<file path="src/rtl/startup_pkg.sv">
// Shared state encoding and default timing constants for the power-up/arming sequencer.
package startup_pkg;

  typedef enum logic [2:0] {
    ST_IDLE   = 3'd0,
    ST_SETTLE = 3'd1,
    ST_INIT   = 3'd2,
    ST_CAL    = 3'd3,
    ST_ARM    = 3'd4,
    ST_READY  = 3'd5,
    ST_FAULT  = 3'd6
  } seq_state_t;

  localparam int SETTLE_CYC_DEF  = 50000;
  localparam int ARM_CYC_DEF     = 5000000;
  localparam int TIMEOUT_CYC_DEF = 10000000;

endpackage

</file>
<file path="src/rtl/startup_seq_timer.sv">
// Saturating cycle counter with synchronous clear and a terminal-value compare.
module cyc_timer #(
  parameter int CNT_W = 24
) (
  input  logic             clk,
  input  logic             rst,
  input  logic             clr,
  input  logic [CNT_W-1:0] terminal,
  output logic             done
);

  logic [CNT_W-1:0] cnt;

  always_ff @(posedge clk) begin
    if (rst || clr) begin
      cnt <= '0;
    end else if (cnt != {CNT_W{1'b1}}) begin
      cnt <= cnt + 1'b1;
    end
  end

  // done is high during the cycle whose count equals terminal
  assign done = (cnt == terminal);

endmodule

</file>
<file path="src/rtl/startup_seq.sv">
// Power-up/arming sequencer: settle, sensor init, calibration, ESC arming, with kill and sticky fault.
module startup_seq
  import startup_pkg::*;
#(
  parameter int CNT_W       = 24,
  parameter int SETTLE_CYC  = SETTLE_CYC_DEF,
  parameter int ARM_CYC     = ARM_CYC_DEF,
  parameter int TIMEOUT_CYC = TIMEOUT_CYC_DEF
) (
  input  logic       clk,
  input  logic       rst,
  input  logic       go,
  input  logic       sensor_rdy,
  input  logic       cal_done,
  input  logic       kill,
  input  logic       clr_fault,
  output logic       snsr_init,
  output logic       cal_start,
  output logic       esc_min,
  output logic       armed,
  output logic       fault,
  output logic [2:0] state_o
);

  seq_state_t       state, next_state;
  logic [CNT_W-1:0] terminal;
  logic             done;
  logic             leaving;

  // Handshakes: snsr_init/cal_start are single-cycle requests; sensor_rdy/cal_done
  // are sampled each cycle of INIT/CAL and win over a timeout expiring in that cycle.
  always_comb begin
    next_state = state;
    case (state)
      ST_IDLE:   if (go) next_state = ST_SETTLE;
      ST_SETTLE: if (done) next_state = ST_INIT;
      ST_INIT: begin
        if (sensor_rdy)  next_state = ST_CAL;
        else if (done)   next_state = ST_FAULT;
      end
      ST_CAL: begin
        if (cal_done)    next_state = ST_ARM;
        else if (done)   next_state = ST_FAULT;
      end
      ST_ARM:    if (done) next_state = ST_READY;
      ST_READY:  next_state = ST_READY;
      ST_FAULT:  if (clr_fault && !kill) next_state = ST_IDLE;
      default:   next_state = ST_FAULT;
    endcase
    if (kill && state != ST_FAULT) next_state = ST_FAULT;
  end

  // Counter runs 0..N-1 in a state, so the compare value is one less than the dwell.
  always_comb begin
    terminal = {CNT_W{1'b1}};
    case (state)
      ST_SETTLE:      terminal = CNT_W'(SETTLE_CYC - 1);
      ST_INIT,
      ST_CAL:         terminal = CNT_W'(TIMEOUT_CYC - 1);
      ST_ARM:         terminal = CNT_W'(ARM_CYC - 1);
      default:        terminal = {CNT_W{1'b1}};
    endcase
  end

  assign leaving = (next_state != state);

  cyc_timer #(
    .CNT_W(CNT_W)
  ) u_timer (
    .clk      (clk),
    .rst      (rst),
    .clr      (leaving),
    .terminal (terminal),
    .done     (done)
  );

  // Outputs are registered from next_state so they line up with state_o.
  always_ff @(posedge clk) begin
    if (rst) begin
      state     <= ST_IDLE;
      snsr_init <= 1'b0;
      cal_start <= 1'b0;
      esc_min   <= 1'b1;
      armed     <= 1'b0;
      fault     <= 1'b0;
    end else begin
      state     <= next_state;
      snsr_init <= (next_state == ST_INIT) && (state != ST_INIT);
      cal_start <= (next_state == ST_CAL) && (state != ST_CAL);
      esc_min   <= (next_state != ST_READY);
      armed     <= (next_state == ST_READY);
      fault     <= (next_state == ST_FAULT);
    end
  end

  assign state_o = state;

endmodule

</file>
<file path="config.mk">
export PLATFORM = sky130hd
export DESIGN_NAME = startup_seq
export DESIGN_NICKNAME = d
export VERILOG_FILES = /design/src/rtl/startup_pkg.sv /design/src/rtl/startup_seq_timer.sv /design/src/rtl/startup_seq.sv
export SDC_FILE = /design/constraint.sdc
export NUM_CORES = 1
export LEC_CHECK = 0
export BUFFER_PORTS_ARGS = -buffer_cell sky130_fd_sc_hd__buf_4
export CORE_MARGIN = 2
export CORE_UTILIZATION = 35
export CTS_CLUSTER_DIAMETER = 200
export DETAILED_ROUTE_END_ITERATION = 10
export SYNTH_ARGS = -nofsm -noshare
export SYNTH_HDL_FRONTEND = slang
export SYNTH_SLANG_ARGS = --single-unit
</file>
<file path="constraint.sdc">
create_clock -name clk -period 4 [get_ports clk]
set_clock_uncertainty 0.1 [all_clocks]
set_input_delay 0.8 -clock clk [delete_from_list [all_inputs] [get_ports clk]]
set_output_delay 0.8 -clock clk [all_outputs]
set_load 0.03 [all_outputs]
</file>
# Yosys cells after proc, flatten, opt, wreduce, memory -nomap -nowiden
# Cells that the tools add are included.
totals:
  reg_bits: 32
  wordCells: 43
classes:
  addsub: 1
  n_reduce_logical: 8
  n_eq_ne: 17
  n_mux: 10
op_table:
  columns: ["op", "n"]
  rows:
  - ["$pmux W24 S3", 1]
  - ["$add A24 B1 Y24 const B", 1]
  - ["$eq A24 B24 Y1", 1]
  - ["$mux W3", 8]
  - ["$ne A24 B24 Y1 const B", 1]
  - ["$pmux W3 S7", 1]
  - ["$eq A3 B3 Y1 const B", 5]
  - ["$eq A3 B2 Y1 const B", 4]
  - ["$ne A3 B2 Y1 const B", 2]
  - ["$ne A3 B3 Y1 const B", 2]
  - ["$logic_and A1 B1 Y1", 4]
  - ["$eq A3 B1 Y1 const B", 1]
  - ["$logic_not A3 Y1", 1]
  - ["$ne A3 B3 Y1", 1]
  - ["$reduce_or A2 Y1", 1]
  - ["$logic_not A1 Y1", 1]
  - ["$logic_or A1 B1 Y1", 1]

# Depth between registers and ports, before layout
logic_depth:
  depth_word: 10
  mapped_depth: 9

# By module
# Synthesis repeated with hierarchy kept, for this count alone.
unflattened:
  hier_cells: 254
  hier_area_um2: 2082.0
modules_own_cells:
  columns: ["module", "area_each_um2", "cells_per_inst", "n_inst"]
  rows:
  - ["cyc_timer", 1547.7, 187, 1]
  - ["startup_seq", 534.3, 67, 1]

# Least setup slack after synthesis
# OpenSTA, ideal clock, no wires.
synth_path:
  kind: "register to register"
  startpoint: "register state[1], in the netlist state_o[1]"
  endpoint: "register esc_min"
  setup_slack_ns: 1.289
  arrival_ns: 2.477
  required_ns: 3.766
  n_path_buf: 1
  path_stages_with_launch: 8
  path_cell_list: "dfxtp_1 buf_6 or3_1 a211o_1 a2111oi_4 nand3_2 mux2i_1 or4_1"
synth_between:
  elab_chain_len: 9
  word_cells_on_any_way: 22
  cone_classes: "9 x eq/ne; 10 x mux; 3 x reduce/logical"
synth_rtl:
  columns: ["element", "line_no", "rtl"]
  rows:
  - ["start: declaration", "startup_seq.sv:25", "seq_state_t state, next_state;"]
  - ["start signal: assignment", "startup_seq.sv:87", "state <= next_state;"]
  - ["$eq A3 B2 Y1", "startup_seq.sv:34, startup_seq.sv:56", null]
  - ["$reduce_or A2 Y1", "startup_seq.sv:56", "case (state)"]
  - ["$pmux W24 S3", "startup_seq.sv:56", null]
  - ["$eq A24 B24 Y1", "startup_seq_timer.sv:23", "assign done = (cnt == terminal);"]
  - ["$mux W3", "startup_seq.sv:39, startup_seq.sv:43", null]
  - ["$mux W3, on equally long branches", "startup_seq.sv:42, startup_seq.sv:38", null]
  - ["$pmux W3 S7", "startup_seq.sv:34", "case (state)"]
  - ["$mux W3 *", "startup_seq.sv:50", "if (kill && state != ST_FAULT) next_state = ST_FAULT;"]
  - ["$ne A3 B3 Y1 *", "startup_seq.sv:90", "esc_min <= (next_state != ST_READY);"]
  - ["end signal: assignment", "startup_seq.sv:90", null]
  - ["end: declaration", "startup_seq.sv:19", "output logic esc_min,"]
# Mark *: on every way between the ends. The rest lies on a longest branch, timed or not.
# A chain may end at the register's enable or synchronous reset.

# Worst setup path after layout
layout_path:
  startpoint: "register state[1], in the netlist state_o[1]"
  endpoint: "register u_timer.cnt[19]"
layout_between:
  elab_chain_len: 10
  word_cells_on_any_way: 23
  cone_classes: "9 x eq/ne; 10 x mux; 4 x reduce/logical"
layout_rtl:
  columns: ["element", "line_no", "rtl"]
  rows:
  - ["$eq A3 B2 Y1", "startup_seq.sv:34, startup_seq.sv:56", null]
  - ["$reduce_or A2 Y1", "startup_seq.sv:56", null]
  - ["$pmux W24 S3", "startup_seq.sv:56", null]
  - ["$eq A24 B24 Y1", "startup_seq_timer.sv:23", null]
  - ["$mux W3", "startup_seq.sv:39, startup_seq.sv:43", null]
  - ["$mux W3, on equally long branches", "startup_seq.sv:42, startup_seq.sv:38", null]
  - ["$pmux W3 S7", "startup_seq.sv:34", null]
  - ["$mux W3", "startup_seq.sv:50", null]
  - ["$ne A3 B3 Y1 *", "startup_seq.sv:65", "assign leaving = (next_state != state);"]
  - ["$logic_or A1 B1 Y1 *", "startup_seq_timer.sv:15", "if (rst || clr) begin"]
  - ["end signal: assignment", "startup_seq_timer.sv:18", "cnt <= cnt + 1'b1;"]
  - ["end: declaration", "startup_seq_timer.sv:12", "logic [CNT_W-1:0] cnt;"]
# Marked as above.

==> results.json <==
{
  "grt_pass1_wl_um": 6890,
  "cts_tree": "yes",
  "drc_errors": 0,
  "cts_buffer_depth": 2,
  "sequential_cell_area_um2": 641,
  "post_dp_cell_area_um2": 1960,
  "path_class": "reg -> reg",
  "ios": 15,
  "gpl.final_weighted_congestion": 0.921,
  "post_cts_buffers": 0,
  "hold_path_class": "reg -> reg",
  "ant_nets": 0,
  "syn_area_um2": 1810,
  "buffers_on_ports": 14,
  "mappedNetlistNets": 233,
  "antenna_found_initial": 0,
  "postSynthCellCount": 225,
  "worst_setup_hold_path_clk_slew_ps": 70,
  "dp.final_hpwl_um": 2800,
  "grt_setup_unrepaired": "no",
  "final_instance_area_um2": 2040,
  "final.fill_count": 554,
  "tightest_pin_transition_ps": 715,
  "numCtsBuffers": 5,
  "end_kind": "flop",
  "yosysWarningCount": 0,
  "synth_seq_cells": 32,
  "maxCapViolations": 0,
  "report.final.slew_viol_count": 0,
  "outcome": "complete, no violations",
  "via_count_of_the_first_global_routing_pass": 1474,
  "cts-root-buf": "sky130_fd_sc_hd__clkbuf_8",
  "dpl_worst_slack_ps": 1050,
  "cell_taking_the_most_area_after_synthesis": "sky130_fd_sc_hd__dfxtp_1",
  "postLayoutSetupSlackWorst_ps": 1020,
  "finalPower_mw": 0.643,
  "report.final.hold_viol_count": 0,
  "core-area_um2": 5040,
  "global_route.usage.total": 0.144,
  "timing.critical_path.from_type": "flop",
  "grt_max_degree": 21,
  "via_count": 1587,
  "tritoncts_num_sinks": 32,
  "worst_ir_drop_vdd_mv": 0.187,
  "cts_repair_resize_count": 0,
  "drt_iter0_drc": 53,
  "period_minus_slack_ps": 2980,
  "clock_insertion_delay_worst_skew_ps": 290,
  "drt-total-wl_um": 3910,
  "clock_tree.htree_level_count": 2,
  "synth-main-ff-cell": "sky130_fd_sc_hd__dfxtp_1",
  "share_of_layout_cells_above_drive_strength_1": 0.110,
  "power_per_cell_area_nw_per_um2": 315,
  "achievable-frequency_mhz": 335,
  "core.rowCount": 26,
  "netlist.area_leader.share": 0.354,
  "cts_hold_buffers": 0,
  "share_of_synthesized_area_occupied_by_flip_flops_and_latches": 0.354,
  "drt_pre_antenna_iters": 4,
  "synth_enable_flop_cells": 0,
  "chipHeight_um": 75.9,
  "arrival_ps": 3060,
  "final.period_utilization": 0.745,
  "n_antenna_cell": 0,
  "synth_cell_types": 44,
  "path_max_fanout": 19,
  "leakagePower_nw": 0.722,
  "synth.top_cells.by_area": "sky130_fd_sc_hd__dfxtp_1 35%, sky130_fd_sc_hd__nor2_1 7.5%, sky130_fd_sc_hd__xnor2_1 5.8%, sky130_fd_sc_hd__xor2_1 4.4%, sky130_fd_sc_hd__nand3_1 3.9%",
  "report.final.setup_viol": 0,
  "dieArea_um2": 5770,
  "drt-vias-per-instance": 5.17,
  "finalNetCount": 245,
  "synthArstFlopShare": 0,
  "setup_total_negative_slack_ps": 0,
  "multi_input_area_um2": 1100,
  "post_drt_wl_per_cell_um": 12.7,
  "avgSynthCellArea_um2": 8.05,
  "floorplan.initialDensity": 0.359,
  "area_growth_syn_to_fin_pct": 12.7,
  "maxSlewHeadroom": 0.521,
  "worst_ep_required_time_ps": 4080,
  "grt.overflow.total": 0,
  "die_width_um": 75.9
}
-- sequential cells by signal, indices dropped and copies added (netlist names) --
signal,flops
u_timer.cnt,24
state_o,3
armed,1
cal_start,1
esc_min,1
fault,1
snsr_init,1
-- final timing paths --
check / startpoint / end / slack [ps] / depth (start not counted)
max reg2reg: state_o[1] / u_timer.cnt[19] / 1020 / 7
min: u_timer.cnt[2] / u_timer.cnt[2] / 440 / 2
min reg2reg: u_timer.cnt[2] / u_timer.cnt[2] / 440 / 2
max: state_o[1] / u_timer.cnt[19] / 1020 / 7
-- logic make-up after synthesis --
group	after synthesis	share of synthesized area
fa+ha+maj	1	0.00690
buf+inv	15	0.0366
xor+xnor	21	0.102
mux	5	0.0283
simple gates	117	0.340
compound gates	34	0.133
flops	32	0.354
-- through the flow --
stage                     instances   util  hold WS [ps]
after global routing            307  0.405           493
after CTS                       307  0.405           441
after global placement          300  0.390           424
after floorplan                 225      -           398
after detailed placement        300  0.390           432
final                           307  0.405           440
-- where the power goes --
part           internal (mW)  switching, mW  total, mW
clock network          0.118          0.120      0.239
registers              0.324         0.0103      0.334
logic                 0.0293         0.0410     0.0703
total                  0.471          0.172      0.643
-- cells in the mapped netlist (2+ instances only) --
cell                       count
sky130_fd_sc_hd__dfxtp_1      32
sky130_fd_sc_hd__nor2b_1       4
sky130_fd_sc_hd__mux2i_1       4
sky130_fd_sc_hd__and2_1        2
sky130_fd_sc_hd__nand4_1       8
sky130_fd_sc_hd__o21a_1        3
sky130_fd_sc_hd__and3_1        9
sky130_fd_sc_hd__and4_1        6
sky130_fd_sc_hd__nor3b_1       3
sky130_fd_sc_hd__clkbuf_1      5
sky130_fd_sc_hd__buf_1         2
sky130_fd_sc_hd__nor3_1       12
sky130_fd_sc_hd__nand2_1      10
sky130_fd_sc_hd__nor2_1       36
sky130_fd_sc_hd__nand2b_1      3
sky130_fd_sc_hd__a211oi_1      3
sky130_fd_sc_hd__inv_1         5
sky130_fd_sc_hd__o21ai_0       7
sky130_fd_sc_hd__a21o_1        2
sky130_fd_sc_hd__xnor2_1      12
sky130_fd_sc_hd__xor2_1        9
sky130_fd_sc_hd__buf_2         2
sky130_fd_sc_hd__a21oi_1       9
sky130_fd_sc_hd__o22ai_1       2
sky130_fd_sc_hd__nand3_1      14
sky130_fd_sc_hd__nor4_1        3
-- cell usage in the layout, fill, tap and decap left out, types with 4 or more instances in the layout --
cell,synthesis,final
sky130_fd_sc_hd__nand2_1,10,10
sky130_fd_sc_hd__mux2i_1,4,4
sky130_fd_sc_hd__nor2b_1,4,4
sky130_fd_sc_hd__o21ai_0,7,7
sky130_fd_sc_hd__nor2_1,36,36
sky130_fd_sc_hd__xnor2_1,12,12
sky130_fd_sc_hd__and4_1,6,6
sky130_fd_sc_hd__buf_4,0,15
sky130_fd_sc_hd__clkbuf_8,0,5
sky130_fd_sc_hd__xor2_1,9,9
sky130_fd_sc_hd__and3_1,9,9
sky130_fd_sc_hd__nand4_1,8,8
sky130_fd_sc_hd__a21oi_1,9,9
sky130_fd_sc_hd__dfxtp_1,32,32
sky130_fd_sc_hd__nor3_1,12,12
sky130_fd_sc_hd__nand3_1,14,14
sky130_fd_sc_hd__inv_1,5,5
-- critical path: stages (launching register included) --
cell and delay (ps):
sky130_fd_sc_hd__dfxtp_1 480, sky130_fd_sc_hd__or3_1 440, sky130_fd_sc_hd__a211o_1 330, sky130_fd_sc_hd__a2111oi_4 440, sky130_fd_sc_hd__nand3_2 190, sky130_fd_sc_hd__o211ai_2 510, sky130_fd_sc_hd__buf_4 300, sky130_fd_sc_hd__nor2_1 70
-- layer usage --
metal,routed length (um),part of all wire,vias up,track usage
met5,0,0,-,0
met4,70,0.018,0,0.0582
met3,158,0.040,12,0.0417
met2,1710,0.44,25,0.225
met1,1980,0.51,731,0.187
li1,-,-,819,-
-- cell type report --
| class | count | share of cell area |
|---|---|---|
| clock inverter | 1 | 0.00245 |
| timing repair buffer | 15 | 0.0551 |
| tap | 70 | 0.0429 |
| multi-input combinational | 178 | 0.541 |
| sequential | 32 | 0.314 |
| clock buffer | 6 | 0.0355 |
| inverter | 5 | 0.00919 |
Power figures use the tool's default switching activity.
